===== config.mk =====
export PLATFORM = sky130hd
export DESIGN_NAME = strobe_period_meter
export DESIGN_NICKNAME = d
export VERILOG_FILES = /design/src/rtl/strobe_period_meter.sv
export SDC_FILE = /design/constraint.sdc
export NUM_CORES = 1
export LEC_CHECK = 0
export CELL_PAD_IN_SITES_DETAIL_PLACEMENT = 1
export CELL_PAD_IN_SITES_GLOBAL_PLACEMENT = 2
export CORE_ASPECT_RATIO = 1.1
export CORE_UTILIZATION = 29
export CTS_BUF_LIST = sky130_fd_sc_hd__clkbuf_4 sky130_fd_sc_hd__clkbuf_8
export DETAILED_ROUTE_END_ITERATION = 7
export PLACE_DENSITY_LB_ADDON = 0.1
export REMOVE_ABC_BUFFERS = 1
export SYNTH_ARGS = -nofsm -noshare
export SYNTH_HDL_FRONTEND = slang
export SYNTH_SLANG_ARGS = --single-unit

===== constraint.sdc =====
create_clock -name clk -period 1.7 [get_ports clk]
set_clock_uncertainty 0.2 [all_clocks]
set_input_delay 0.255 -clock clk [delete_from_list [all_inputs] [get_ports clk]]
set_output_delay 0.255 -clock clk [all_outputs]
set_load 0.05 [all_outputs]

===== src/rtl/strobe_period_meter.sv =====
// Measures enabled ticks between successive strobe pulses and offers each result
// on a valid/ready output; a result completed while one is still held is dropped.
module strobe_period_meter #(
  parameter int unsigned WIDTH = 8
) (
  input  logic             clk,
  input  logic             rst,
  input  logic             enable,
  input  logic             strobe_in,
  output logic [WIDTH-1:0] period,
  output logic             period_valid,
  input  logic             period_ready,
  output logic             overflow,
  output logic             overrun,
  output logic             armed
);

  typedef enum logic [0:0] {
    StIdle,
    StMeasure
  } state_e;

  state_e           state;
  logic [WIDTH-1:0] count;
  logic             sat;

  always_ff @(posedge clk) begin
    if (rst) begin
      state        <= StIdle;
      count        <= '0;
      sat          <= 1'b0;
      period       <= '0;
      period_valid <= 1'b0;
      overflow     <= 1'b0;
      overrun      <= 1'b0;
      armed        <= 1'b0;
    end else begin
      overrun <= 1'b0;
      case (state)
        StIdle: begin
          count <= '0;
          sat   <= 1'b0;
          if (strobe_in) begin
            state <= StMeasure;
            armed <= 1'b1;
            count <= WIDTH'(enable);
          end
        end
        StMeasure: begin
          if (strobe_in) begin
            // The strobe cycle's own tick belongs to the next interval.
            count <= WIDTH'(enable);
            sat   <= 1'b0;
            if (!period_valid || period_ready) begin
              period       <= count;
              overflow     <= sat;
              period_valid <= 1'b1;
            end else begin
              overrun <= 1'b1;
            end
          end else begin
            if (enable) begin
              if (&count) begin
                sat <= 1'b1;
              end else begin
                count <= count + WIDTH'(1);
              end
            end
            if (period_valid && period_ready) begin
              period_valid <= 1'b0;
            end
          end
        end
        default: state <= StIdle;
      endcase
    end
  end

endmodule

# Word-level counts from Yosys, hierarchy flattened
# Index checks and enable logic that the tools add are counted.
[totals]
romBits = 0
wordCells = 41
memories = 0
reg_bits = 22
ramBits = 0
latchBits = 0
[op_classes]
n_eq_ne = 4
div_mod_pow = 0
n_mux = 15
n_reduce_logical = 11
n_mul = 0
bitwise = 2
shift = 0
n_lt_le_gt_ge = 0
n_addsub = 1
[ops]
columns = ["cell", "count"]
rows = [
  ["2-to-1 mux 8 bit", 3],
  ["case mux 8 bit (2 select lines)", 1],
  ["2-to-1 mux 1 bit", 10],
  ["adder 8 x 1 -> 8 bit (second input constant)", 1],
  ["AND reduction 8 bit", 1],
  ["!= test 3 bit (second input constant)", 2],
  ["AND reduction 2 bit", 3],
  ["AND reduction 3 bit", 2],
  ["!= test 3 x 2 -> 1 bit (second input constant)", 1],
  ["OR reduction 3 bit", 1],
  ["!= test 2 x 1 -> 1 bit (second input constant)", 1],
  ["inverter 1 bit", 2],
  ["case mux 1 bit (2 select lines)", 1],
  ["nonzero test 2 bit", 1],
  ["logical AND 1 bit", 1],
  ["zero test 1 bit", 1],
  ["logical OR 1 bit", 1],
]

# Depth between registers and ports, before layout
# Gate-level depths: netlist of the first run.
[depth]
word_depth = 5
depth_mapped = 5
mapped_depth_nobuf = 4

# Worst setup path before layout of the first run
# Ideal clock, no wire load.
[synth_timing]
path_kind = "register to register"
start = "register period_valid"
end = "register overflow"
arrival_ps = 1291
period_less_slack_ps = 1562
n_path_buf = 1
required_time_ps = 1429
path_slack_ps = 138
stages_incl_launch_ff = 5
setup_time_ps = 71
cell_sequence = "dfxtp_1 nor2b_1 clkbuf_1 o21ai_0 a21oi_1"
[synth_between]
elab_chain_cells = 3
[synth_lines]
columns = ["element", "line", "text"]
rows = [
  ["start, declared", "11", "output logic period_valid,"],
  ["start signal, assigned", "33", "period_valid <= 1'b0;"],
  ["start signal, assigned", "57", "period_valid <= 1'b1;"],
  ["start signal, assigned", "70", "period_valid <= 1'b0;"],
  ["zero test 1 bit", "54", "if (!period_valid || period_ready) begin"],
  ["logical OR 1 bit", "54", ""],
  ["AND reduction 3 bit (no source line)", "-", ""],
  ["end signal, assigned", "56", "overflow <= sat;"],
  ["end, declared", "13", "output logic overflow,"],
]
# Every way passes these cells.
# A chain may end at the register's enable or synchronous reset.

# Final worst setup path of the first run
[layout_timing]
start = "register count[0]"
end = "register count[7]"
[layout_between]
elab_chain_cells = 5
[layout_lines]
columns = ["element", "line", "text"]
rows = [
  ["start, declared", "24", "logic [WIDTH-1:0] count;"],
  ["start signal, assigned", "46", "count <= WIDTH'(enable);"],
  ["start signal, assigned", "52", "count <= WIDTH'(enable);"],
  ["start signal, assigned", "66", "count <= count + WIDTH'(1);"],
  ["adder 8 x 1 -> 8 bit", "66", ""],
  ["2-to-1 mux 8 bit", "63", "if (&count) begin"],
  ["2-to-1 mux 8 bit", "62", "if (enable) begin"],
  ["2-to-1 mux 8 bit", "50", "if (strobe_in) begin"],
  ["case mux 8 bit (2 select lines)", "39", "case (state)"],
]
# Several ways; a longest one is shown, not always the timed one. The select of a mux whose other input is x is not followed.

==> impl_metrics.py, run 1 <==
metrics = {
    "status": {
        "status": "finished clean",
    },
    "floorplanning": {
        "dieArea_um2": 3710,
        "io_pins": 17,
        "start_util_pct": 30.2,
        "die_y_um": 63.8,
        "die_x_um": 58.2,
        "rows": 22,
        "core_area_um2": 3330,
    },
    "setup_path": {
        "cp_max_fo": 6,
        "cp_cell_sequence": "ha_1, and3_1, nor4_1, a211oi_1",
        "crit_type": "flop to flop",
        "rr_endpoint": "count[7]",
        "r2r_cells": 4,
        "slowest_delay_ns": 0.33,
        "crit_slowest_cell": "dfxtp_1",
        "cp.required_ns": 1.71,
        "r2r_start": "count[0]",
        "cp.arrival_ns": 1.56,
        "cp-start-kind": "flop",
        "endpoint_kind": "flop",
        "r2r_setup_slack_ns": 0.15,
    },
    "routing": {
        "ant_nets": 0,
        "drtIter0Drc": 25,
        "routed_via_density": 4.96,
        "dr.pass1.iters": 3,
        "wirelength_mm": 2.52,
        "top_layer": "met4",
        "wl_met2_mm": 1.19,
        "drt-met1-wl_mm": 1.23,
        "routed_wire_length_per_instance_um": 13.4,
        "drc": 0,
        "vias": 933,
        "wl_met3_um": 45,
    },
    "hold_path": {
        "hold_start": "overflow",
        "min_to": "overflow",
        "hold_path_class": "flop to flop",
        "hold_depth": 2,
    },
    "power": {
        "p_per_area_nw_per_um2": 682,
        "leakage_nw": 0.468,
        "max-vdd-ir-drop_v": 0.000262,
    },
    "final_layout": {
        "syn_to_final_growth_pct": 27.6,
        "finalNetCount": 148,
        "antennaDiodeCount": 0,
        "fill_cells": 402,
        "drive_gt1_share_pct": 23.6,
        "fin_util_pct": 38.6,
    },
    "global_route": {
        "grt_pass1_vias": 916,
        "grt.total_usage_pct": 15.5,
        "grt_antenna_before_repair": 0,
        "grt.overflow.total": 0,
        "grt_max_degree": 12,
        "grt_pass1_wl_mm": 4.36,
    },
    "synthesis": {
        "synth_cell_types": 34,
        "synth_cells": 116,
        "yosys_warnings": 0,
        "syn_area_per_cell_um2": 8.68,
        "yosysSeqAreaShare_pct": 43.7,
        "ys_ff_latch": 22,
        "syn_area_um2": 1010,
    },
    "placement": {
        "pre_cts_slack_ns": -0.170,
        "gp_congestion": 0.695,
        "portBuffers": 16,
    },
    "sta": {
        "finalCritPeriodShare_pct": 91.4,
        "relSlewSlack_pct": 75.8,
        "fin_crit_ns": 1.55,
        "rsz0062_at_grt": "false",
        "setup_ws_ns": 0.146,
        "report.final.slew_viol_count": 0,
        "hold_viol": 0,
        "worst_pin_slew_ns": 0.361,
        "maxClockFrequency_ghz": 0.644,
        "finalSetupViolations": 0,
    },
    "cts": {
        "holdBufCountCts": 0,
        "post_cts_resize_count": 0,
        "h-tree-depth": 1,
        "clock_sinks": 22,
        "cts.clk_slew.worst_paths_ns": 0.12,
        "cts_buffers": 3,
        "root_buffer": "clkbuf_4",
        "clock_latency_ns": 0.31,
        "clockBufferDepth": 2,
        "cts_tree": "done",
        "cts_setup_buffers": 0,
    },
    "flow_run": {
        "maxCapViolations": 0,
    },
}
## routing by layer
layer / up-vias / GRT usage (%)
met3: 5 / 2.43
met2: 13 / 23.7
met1: 444 / 21.1
met5: - / 0
li1: 471 / -
met4: 0 / 7.14
## worst max-delay path by stage
stage,end,start,slack (ns)
final,count[7],count[0],0.15
after global routing,count[7],count[0],0.05
after CTS,period[2],period_valid,0.08
after detailed placement,period[2],period_ready,-0.17
after global placement,period[2],period_ready,-0.10
after floorplan,overflow,period_valid,0.12
## synthesized netlist by cell type (all sizes together)
library cell	n	share of area [%]
a211oi	2	2.0
a21oi	17	8.4
a31oi	2	1.2
and2	2	1.2
and3	2	1.2
and4	2	1.7
and4bb	1	1.2
buf	4	2.9
clkbuf	3	1.1
dfxtp	22	44
ha	1	1.2
inv	3	1.1
mux2i	3	3.0
nand2	8	3.0
nand2b	4	2.5
nand3	11	6.0
nand3b	1	0.75
nand4	3	1.9
nor2	5	1.9
nor2b	2	1.5
nor3	2	0.99
nor3b	2	3.1
nor4	1	0.62
nor4bb	1	0.99
o21ai	10	5.0
o221ai	1	0.87
o31a	1	0.87
## report_power, final
group	internal (W)	switching [W]	leakage (nW)
combinational	0.0000454	0.0000564	0.276
clock	0.0000830	0.000160	0.0138
sequential	0.000523	0.00000805	0.178
total	0.000652	0.000224	0.468
## through the flow
step / power [W] / hold WS [ns] / cell area, um2 / instances / setup TNS, ns
final: 0.000876 / 0.284 / 1280 / 188 / 0
after global routing: 0.000924 / 0.317 / 1280 / 188 / 0
after CTS: 0.000888 / 0.288 / 1280 / 188 / 0
after detailed placement: 0.000645 / 0.270 / 1260 / 185 / -1.72
after global placement: 0.000643 / 0.254 / 1260 / 185 / -1.09
after floorplan: 0.000585 / 0.124 / 967 / 109 / 0
## kinds of logic after synthesis
logic type	Yosys count	synth area share, %
simple gates	47	28.6
compound gates	33	18.4
flops	22	43.7
buf+inv	10	5.09
mux	3	2.98
fa+ha+maj	1	1.24
## state kept, by name, summed over array words and instances (netlist names)
register / flops
count: 8
overflow: 1
state: 1
sat: 1
armed: 1
period: 8
period_valid: 1
overrun: 1
## cell type report
type,count,area (um2),share of cell area (%)
inverter,3,11.3,0.876
multi-input combinational,84,518,40.3
timing repair buffer,28,233,18.1
sequential,22,440,34.3
tap,48,60.1,4.67
clock buffer,3,22.5,1.75
## placed cells by master (no fill, tap or decap), types with 3 or more instances in the layout
cell,netlist,final
o21ai_0,9,9
clkbuf_4,0,3
mux2i_1,3,3
nand2b_1,4,4
inv_1,3,3
dfxtp_1,22,22
nand2_1,8,8
nor2_1,5,5
a21oi_1,17,17
buf_4,1,23
nand4_1,3,3
nand3_1,10,10
clkdlybuf4s50_1,0,4
## critical path, delay by kind of cell (launching register included)
kind / cells / cell delay, ns
simple gates: 2 / 0.57
flops: 1 / 0.33
fa+ha+maj: 1 / 0.23
compound gates: 1 / 0.11
Note: power is estimated with default switching activity, not from simulation.
==> inputs of run 2 (changes only) <==
--- a/config.mk
+++ b/config.mk
@@ -16,3 +16,4 @@
 export SYNTH_ARGS = -nofsm -noshare
 export SYNTH_HDL_FRONTEND = slang
 export SYNTH_SLANG_ARGS = --single-unit
+export TNS_END_PERCENT = 50
==> results of run 2 <==
Same layout as run 1: the final DEF is identical, and so are final timing and power.
